[config.mk]
export PLATFORM = sky130hd
export DESIGN_NAME = temporal_encoder
export DESIGN_NICKNAME = d
export VERILOG_FILES = /design/src/rtl/temporal_encoder.sv
export SDC_FILE = /design/constraint.sdc
export NUM_CORES = 1
export LEC_CHECK = 0
export CORE_ASPECT_RATIO = 0.8
export CORE_MARGIN = 2
export CORE_UTILIZATION = 35
export CTS_BUF_LIST = sky130_fd_sc_hd__clkbuf_16
export CTS_CLUSTER_DIAMETER = 50
export DETAILED_ROUTE_END_ITERATION = 10
export SLEW_MARGIN = 10
export SYNTH_ARGS = -nofsm -noshare
export SYNTH_HDL_FRONTEND = slang
export SYNTH_SLANG_ARGS = --single-unit
[constraint.sdc]
create_clock -name clk -period 1.9 [get_ports clk]
set_input_delay 0.38 -clock clk [delete_from_list [all_inputs] [get_ports clk]]
set_output_delay 0.38 -clock clk [all_outputs]
set_load 0.05 [all_outputs]
[src/rtl/temporal_encoder.sv]
`default_nettype none
// ============================================================================
// Module      : temporal_encoder
// Description : Converts a spike-time value into race-logic temporal codes
//               (rising edge, falling edge, fixed-width pulse) aligned to a
//               repeating gamma cycle. Values are staged through a 1-deep
//               pending register and only take effect at gamma boundaries.
// Revision    : 1.0 - initial release
// ============================================================================
module temporal_encoder #(
  parameter int GAMMA_CYCLE_WIDTH = 16,
  parameter int PULSE_WIDTH       = 8,
  parameter int VAL_WIDTH         = $clog2(GAMMA_CYCLE_WIDTH) + 1
) (
  input  logic                 clk,
  input  logic                 rst,
  input  logic                 in_valid,
  output logic                 in_ready,
  input  logic [VAL_WIDTH-1:0] in_value,
  output logic                 set,
  output logic                 edge_rise,
  output logic                 edge_fall,
  output logic                 pulse_out,
  output logic                 gamma_done
);

  localparam int TICK_W = $clog2(GAMMA_CYCLE_WIDTH);
  // Comparison width wide enough for act_val + PULSE_WIDTH without overflow.
  localparam int CMP_W  = ((VAL_WIDTH > TICK_W) ? VAL_WIDTH : TICK_W) + 2;
  localparam logic [TICK_W-1:0] LAST_TICK = TICK_W'(GAMMA_CYCLE_WIDTH - 1);
  localparam logic [CMP_W-1:0]  GAMMA_C   = CMP_W'(GAMMA_CYCLE_WIDTH);
  localparam logic [CMP_W-1:0]  PULSE_C   = CMP_W'(PULSE_WIDTH);

  typedef enum logic {
    IDLE   = 1'b0,
    ENCODE = 1'b1
  } state_t;

  // Registered state. 'running' is clear while in reset and for the cycle
  // before the first edge after release, so that edge loads tick 0 outputs.
  logic                 running;
  logic [TICK_W-1:0]    tick;
  logic                 pend_valid;
  logic [VAL_WIDTH-1:0] pend_val;
  state_t               state;
  logic [VAL_WIDTH-1:0] act_val;

  // Next-cycle view used to precompute the flopped outputs.
  logic                 at_last;
  logic                 transfer;
  logic [TICK_W-1:0]    nxt_tick;
  state_t               nxt_state;
  logic [VAL_WIDTH-1:0] nxt_act_val;
  logic [CMP_W-1:0]     nxt_tick_c;
  logic [CMP_W-1:0]     nxt_val_c;
  logic                 nxt_hit;
  logic                 nxt_rise;
  logic                 nxt_pulse;

  assign at_last  = running & (tick == LAST_TICK);
  assign in_ready = ~pend_valid | (tick == LAST_TICK);
  assign transfer = in_valid & in_ready;

  // Derive the tick, active value and temporal codes of the coming cycle.
  always_comb begin
    nxt_tick    = '0;
    nxt_state   = state;
    nxt_act_val = act_val;
    if (running && !at_last) begin
      nxt_tick = tick + 1'b1;
    end
    if (at_last) begin
      nxt_state   = pend_valid ? ENCODE : IDLE;
      nxt_act_val = pend_val;
    end
    nxt_tick_c = CMP_W'(nxt_tick);
    nxt_val_c  = CMP_W'(nxt_act_val);
    nxt_hit    = (nxt_state == ENCODE) && (nxt_val_c < GAMMA_C);
    nxt_rise   = nxt_hit && (nxt_tick_c >= nxt_val_c);
    // Tick never exceeds the last tick, so the pulse is truncated naturally.
    nxt_pulse  = nxt_rise && (nxt_tick_c < (nxt_val_c + PULSE_C));
  end

  // Tick counter, pending/active staging, encode FSM and output flops.
  always_ff @(posedge clk or posedge rst) begin
    if (rst) begin
      running    <= 1'b0;
      tick       <= '0;
      pend_valid <= 1'b0;
      pend_val   <= '0;
      state      <= IDLE;
      act_val    <= '0;
      set        <= 1'b0;
      edge_rise  <= 1'b0;
      edge_fall  <= 1'b1;
      pulse_out  <= 1'b0;
      gamma_done <= 1'b0;
    end else begin
      running <= 1'b1;
      tick    <= nxt_tick;
      state   <= nxt_state;
      act_val <= nxt_act_val;
      if (transfer) begin
        pend_valid <= 1'b1;
        pend_val   <= in_value;
      end else if (at_last) begin
        pend_valid <= 1'b0;
      end
      set        <= (nxt_tick == '0);
      gamma_done <= (nxt_tick == LAST_TICK);
      edge_rise  <= nxt_rise;
      edge_fall  <= ~nxt_rise;
      pulse_out  <= nxt_pulse;
    end
  end

endmodule
`default_nettype wire

After elaboration in Yosys (flattened, before gate mapping):

Index checks and enable logic that the tools add are counted.

* register bits after elaboration: 22
* input bits: 8
* output and inout bits: 6

* reduce and logical (&&, ||, !) cells: 7
* eq/ne operators: 2
* $lt $le $gt $ge: 3
* $add $sub $neg: 2
* bitwise logic cells: 5
* muxes and demuxes: 6

Operators with widths (count)
* $eq 4x4->1 const B: 2
* $add 5x4->6 const B: 1
* $lt 4x6->1: 1
* $ge 4x5->1: 1
* $lt 5x5->1 const B: 1
* $mux 5: 1
* $add 4x1->4 const B: 1
* $logic_and 1x1->1: 4
* $logic_not 4->1: 1
* $mux 1: 4
* $mux 4: 1
* $and 1x1->1: 2
* $not 1->1: 2
* $reduce_bool 2->1: 1
* $logic_not 1->1: 1
* $or 1x1->1: 1

Depth between registers and ports, before layout:

Gate-level depths: netlist of the first run.

* word-level depth: 8
* gate-level depth with buffers: 11
* mapped depth without buffers: 10

Worst setup path before layout of the first run:

OpenSTA, ideal clock, no wires.

* kind: register to register
* start point: reg tick[0]
* end point: reg pulse_out
* slack: -0.204 ns
* setup time: 0.073 ns
* required time: 1.827 ns
* arrival: 2.030 ns
* clock period less this slack: 2.104 ns
* cell stages (with the launch flop): 9
* path through: dfrtp_1 > ha_1 > buf_4 > nand4_4 > mux2_2 > ha_1 > o21ai_0 > a221o_1 > a21oi_2

* elaborated cells on any way between the ends: 15
* classes of those cells: 2 x add/sub; 3 x order compare; 1 x eq/ne; 3 x mux; 1 x bitwise; 5 x reduce/logical

RTL lines
* start: declaration: RTL line 42 `logic [TICK_W-1:0] tick;`
* start signal: assignment: RTL line 100 `tick <= nxt_tick;`
* $eq 4x4->1 (*): RTL line 60 `assign at_last = running & (tick == LAST_TICK);`
* $and 1x1->1 (*): RTL line 60
* $mux 5 (*): RTL line 72 `if (at_last) begin`
* named net nxt_act_val[0]: RTL line 53 `logic [VAL_WIDTH-1:0] nxt_act_val;`
* branches (longest 3 deep; another with $add 5x4->6)
* $logic_and 1x1->1 (*): RTL line 81 `nxt_pulse = nxt_rise && (nxt_tick_c < (nxt_val_c + PULSE_C));`
* named net nxt_pulse: RTL line 58 `logic nxt_pulse;`
* end signal: assignment: RTL line 113 `pulse_out <= nxt_pulse;`
* end: declaration: RTL line 23 `output logic pulse_out,`

Mark *: on every way through the listed nets, which the timed path passes.
A chain may end at the register's enable or synchronous reset.

Final worst setup path of the first run:

Ends and elaborated chain as after synthesis.

==> results of run 1 <==
[worst paths after layout]
check	start	endpoint	slack, ps	depth (start not counted)
setup / recovery	tick[0]	pulse_out	-90	7
hold / removal	rst	pend_val[0]	430	2
setup reg to reg	tick[0]	pulse_out	-90	7
hold reg to reg	act_val[1]	act_val[1]	500	2
max in group asynchronous	rst	act_val[3]	950	3
min in group clk	act_val[1]	act_val[1]	500	2
[power by group through the flow]
stage	clock (W)	sequential [W]	combinational, W
floorplan	0	0.000514	0.0000545
global placement	0	0.000508	0.000103
detailed placement	0	0.000508	0.000106
CTS	0.000454	0.000502	0.000116
global route	0.000472	0.000504	0.000131
finish	0.000437	0.000502	0.000119
[cell families (layout without fill, tap and decap cells)]
kind of cell,count (synthesis),after routing,share of synthesized area [%]
adders and majority gates,6,6,7.22
DFF,22,22,53.1
AOI/OAI and AO/OA,13,13,8.42
buffers and inverters,12,41,5.05
other,1,1,0.361
and+or+nand+nor,21,21,12.6
xor gates and xnor gates,2,2,1.69
muxes,11,11,11.6
[synthesized netlist by cell type (all sizes together), types with 2 or more instances]
cell type	instances
dfrtp	21
inv	9
mux2	8
ha	6
nand2	5
a21oi	4
and2	3
mux2i	3
nand3	3
o21ai	3
and3	2
buf	2
nor2	2
o31ai	2
xor2	2
[state kept, by name, summed over array words and instances, names as in the netlist]
| register | cells |
|---|---|
| tick | 4 |
| set | 1 |
| pend_val | 5 |
| running | 1 |
| pend_valid | 1 |
| gamma_done | 1 |
| edge_rise | 1 |
| edge_fall | 1 |
| pulse_out | 1 |
| act_val | 5 |
| state | 1 |
[routing by layer]
layer / global-route usage [%] / share of wire [%]
met5: 0 / 0
met3: 5.81 / 4.7
met4: 4.26 / 0.72
met1: 18.0 / 51
met2: 20.4 / 44
[per-stage QoR]
stage               instances  TNS, ps  setup WS (ps)
CTS                       154    -83.0          -63.2
floorplan                  88     -294           -141
detailed placement        148     -283           -127
finish                    155     -150          -93.3
global placement          148     -169          -87.2
global route              155     -460           -209
[repair_timing]
| action | in CTS | in global routing |
|---|---|---|
| pin swaps | 6 | 0 |
| gates resized for setup | 5 | 3 |
| endpoints found under the setup margin | 3 | 3 |
| buffers inserted | 2 | 1 |
[final cells by class]
class                      count  area [µm²]
clock inverter                 1        3.75
tap                           38        47.5
sequential                    22         552
fill                         248        1320
multi-input combinational     54         502
timing repair buffer          28         250
clock buffer                   3        75.1
inverter                       9        33.8
==> impl_metrics.tcl, run 1 <==
set metrics [dict create \
    n_antenna_cell 0 \
    rsz0062_at_grt "true" \
    slew_violations 0 \
    required_ps 2090 \
    status "finished with violations" \
    finalNetCount 132 \
    antenna_found_initial 0 \
    timing.final.crit_share_pct 105 \
    dpl_cell_area_mm2 0.00132 \
    fin_area_mm2 0.00146 \
    synth_area_mm2 0.00104 \
    via_count 743 \
    syn_avg_cell_area_um2 11.8 \
    grt_max_degree 13 \
    p_comb_share_pct 11.2 \
    fin_worst_skew_ps 2.27 \
    portBuffers 13 \
    yosys.area.top_type "dfrtp_1" \
    p_leak_nw 0.736 \
    ant_nets 0 \
    die_height_um 52.8 \
    crit_chain "ha_4 > nand4_4 > mux2_4 > ha_4 > o21ai_2 > a221o_1 > a21oi_2" \
    num_rows 17 \
    p_seq_share_pct 47.5 \
    synth_edf_count 0 \
    worstHoldPathType "primary input to async pin" \
    tritoncts "done" \
    power_switching_w 0.000229 \
    setup_viol 3 \
    ys_types 29 \
    pwr-share-clk_pct 41.3 \
    internal_power_w 0.000830 \
    viasPerCell 4.79 \
    areaGrowthSynthToFinish_pct 40.8 \
    numClockSinks 22 \
    ir_drop_uv 725 \
    drv_cap 0 \
    die_width_um 64.9 \
    routed_wl_mm 1.95 \
    io_pins 14 \
    initial_core_util_pct 37.3 \
    place_congestion 0.730 \
    clk_path_buf_depth 2 \
    drive_above_1_share_pct 34.2 \
    clk_pin_slew_worst_paths_ps 60 \
    switching_share_pct 21.6 \
    ys_seq_elements 22 \
    insertion_delay_ps 250 \
    drc_errors 0 \
    critPathSlowestCell "dfrtp_1" \
    synthCells 88 \
    core-area_mm2 0.00279 \
    final_cell_mix "dfrtp_1, buf_4, clkdlybuf4s50_1" \
    yosys_warnings 0 \
    setup_ws_ps -93.3 \
    worst-setup-path-type "register to register" \
    drt-initial-drc-count 39 \
    grt-ovfl-total 0 \
    synth_ff_type "dfrtp_1" \
    violations "setup timing" \
    dr.pass1.iters 4 \
    crit_arrival_ps 2180 \
    finalCoreUtilization_pct 52.5 \
    cp_common_cell "ha_4" \
    cp_max_fo 5 \
    syn_nets 102 \
    grt_pass1_wl_mm 3.35 \
    hold_viol_final 0 \
    h-tree-depth 1 \
    start_kind "register" \
    cts_inserted_buffers 3 \
    die_area_mm2 0.00343 \
    p_per_area_mw_per_mm2 723 \
    synth_top_area_share_pct 50.5 \
    finalCriticalPeriod_ps 1990 \
    end_kind "register" \
    ys_seq_area_share_pct 53.1 \
    final_common_cell "dfrtp_1" \
    timing.fmax_mhz 502 \
    cpPeakStageDelay_ps 410 \
    power_w 0.00106 \
    wl_per_cell_um 12.6 \
    synth-async-reset-ratio_pct 100 \
    hold_ws_ps 427 \
    first_global_vias 725 \
    cpLargestDelayFamily "compound AO/OA/AOI/OAI gates" \
    cts-root-buf "clkbuf_16" \
    synth_area_leaders "dfrtp_1, mux2_2, ha_1, inv_1, mux2i_1" \
    cts_hold_buf 0 \
    path_buf_inv 0 \
    dp_hpwl_mm 1.50 \
    track_usage_pct 13.7 \
]
(Power assumes the default switching activity.)
==> inputs of run 2 (changes only) <==
--- a/config.mk
+++ b/config.mk
@@ -5,12 +5,14 @@
 export SDC_FILE = /design/constraint.sdc
 export NUM_CORES = 1
 export LEC_CHECK = 0
-export CORE_ASPECT_RATIO = 0.8
+export CORE_ASPECT_RATIO = 0.6
 export CORE_MARGIN = 2
 export CORE_UTILIZATION = 35
 export CTS_BUF_LIST = sky130_fd_sc_hd__clkbuf_16
 export CTS_CLUSTER_DIAMETER = 50
 export DETAILED_ROUTE_END_ITERATION = 10
+export HOLD_SLACK_MARGIN = 0.03
+export SKIP_LAST_GASP = 1
 export SLEW_MARGIN = 10
 export SYNTH_ARGS = -nofsm -noshare
 export SYNTH_HDL_FRONTEND = slang
==> impl_metrics.tcl, run 2 (synthesized netlist as in run 1, its figures left out) <==
set metrics [dict create \
    required_ps 2080 \
    power_w 0.00106 \
    cts-root-buf "clkbuf_16" \
    p_per_area_mw_per_mm2 732 \
    antenna_found_initial 0 \
    clk_path_buf_depth 2 \
    r2r_slack_ps -70 \
    viasPerCell 4.56 \
    final_cell_mix "dfrtp_1, buf_4, clkdlybuf4s50_1" \
    worstHoldPathType "primary input to async pin" \
    timing.fmax_mhz 508 \
    hold_ws_ps 419 \
    num_rows 15 \
    max_slew.worst_pin.slew_ps 501 \
    status "finished with violations" \
    r2r_cells 7 \
    slew_violations 0 \
    die_area_mm2 0.00344 \
    io_pins 14 \
    cts_inserted_buffers 3 \
    portBuffers 13 \
    die_height_um 46.2 \
    grt-ovfl-total 0 \
    setup_ws_ps -68.1 \
    setup_viol 2 \
    r2r_end "pulse_out" \
    ant_nets 0 \
    areaGrowthSynthToFinish_pct 39.0 \
    first_global_vias 802 \
    place_congestion 0.762 \
    dr.pass1.iters 4 \
    via_count 725 \
    insertion_delay_ps 250 \
    worst-setup-path-type "register to register" \
    final_common_cell "dfrtp_1" \
    finalCriticalPeriod_ps 1970 \
    grt_max_degree 13 \
    n_antenna_cell 0 \
    numClockSinks 22 \
    slew_headroom_pct 66.5 \
    hold_viol_final 0 \
    routed_wl_mm 2.04 \
    core-area_mm2 0.00285 \
    fillers 263 \
    tritoncts "done" \
    drc_errors 0 \
    clk_pin_slew_worst_paths_ps 60 \
    initial_core_util_pct 36.4 \
    r2r_start "tick[0]" \
    drv_cap 0 \
    die_width_um 74.4 \
    h-tree-depth 1 \
    rsz0062_at_grt "true" \
    grt_pass1_wl_mm 3.65 \
    finalNetCount 132 \
    start_kind "register" \
    timing.final.crit_share_pct 104 \
    drive_above_1_share_pct 33.3 \
    ir_drop_uv 542 \
    largestRegisters "act_val: 5 flops, pend_val: 5 flops, tick: 4 flops" \
    wl_per_cell_um 12.8 \
    dp_hpwl_mm 1.54 \
    p_leak_nw 0.745 \
    violations "setup timing" \
    crit_arrival_ps 2150 \
    fin_worst_skew_ps 5.08 \
    track_usage_pct 14.8 \
    drt-initial-drc-count 24 \
    cp_max_fo 6 \
    end_kind "register" \
]
==> run 2: critical path: stages, from the launching register on <==
cell	delay, ps
dfrtp_1	400
ha_4	200
nand4_4	150
mux2_4	350
ha_4	270
o21ai_2	40
a221o_1	360
a21oi_2	120
==> run 2: routing by layer <==
metal  part of all wire, %  GRT usage, %  routed length [µm]
met1                    48          19.0                 986
met2                    44          24.2                 898
met3                   6.3          5.69                 129
met4                   1.1          2.86                  23
met5                     0             0                   0
==> run 2: how the worst max path moves through the flow <==
stage	end	cells after the start	slack [ps]	startpoint
2_1_floorplan	pulse_out	8	-140	tick[0]
3_3_place_gp	pulse_out	10	-100	tick[1]
3_5_place_dp	pulse_out	7	-160	tick[0]
4_1_cts	pulse_out	7	-80	tick[0]
5_1_grt	pulse_out	9	-190	tick[0]
6_report	pulse_out	7	-70	tick[0]
==> run 2: layout make-up <==
cell class / instances / area [µm²] / share of cell area, %
flip-flops and latches: 22 / 552 / 38.2
clock buffers: 3 / 75.1 / 5.19
clock inverters: 1 / 3.75 / 0.260
repair buffers: 28 / 250 / 17.3
inverters: 9 / 33.8 / 2.34
well taps: 42 / 52.6 / 3.64
multi-input cells: 54 / 478 / 33.1
==> run 2: power breakdown <==
part           switching, W  internal (W)
Sequential        0.0000147      0.000487
Clock              0.000156      0.000280
Combinational     0.0000573     0.0000636
Total              0.000228      0.000831
==> run 2: metrics by stage <==
step	instance area (µm²)	util (%)	cells	setup slack (ps)	setup TNS, ps
after floorplan	1060	-	88	-141	-294
after CTS	1450	50.7	159	-82.4	-107
final	1450	50.7	159	-68.1	-96.7
after global placement	1330	46.6	153	-101	-209
after detailed placement	1330	46.6	153	-158	-324
after global routing	1450	50.7	159	-188	-432
==> run 2: timing repair <==
action	4_1_cts	5_1_grt
pin swaps	6	2
endpoints found under the hold margin	0	0
setup buffers	2	0
hold buffers	0	0
setup endpoints to repair	3	3
resized for setup	6	0
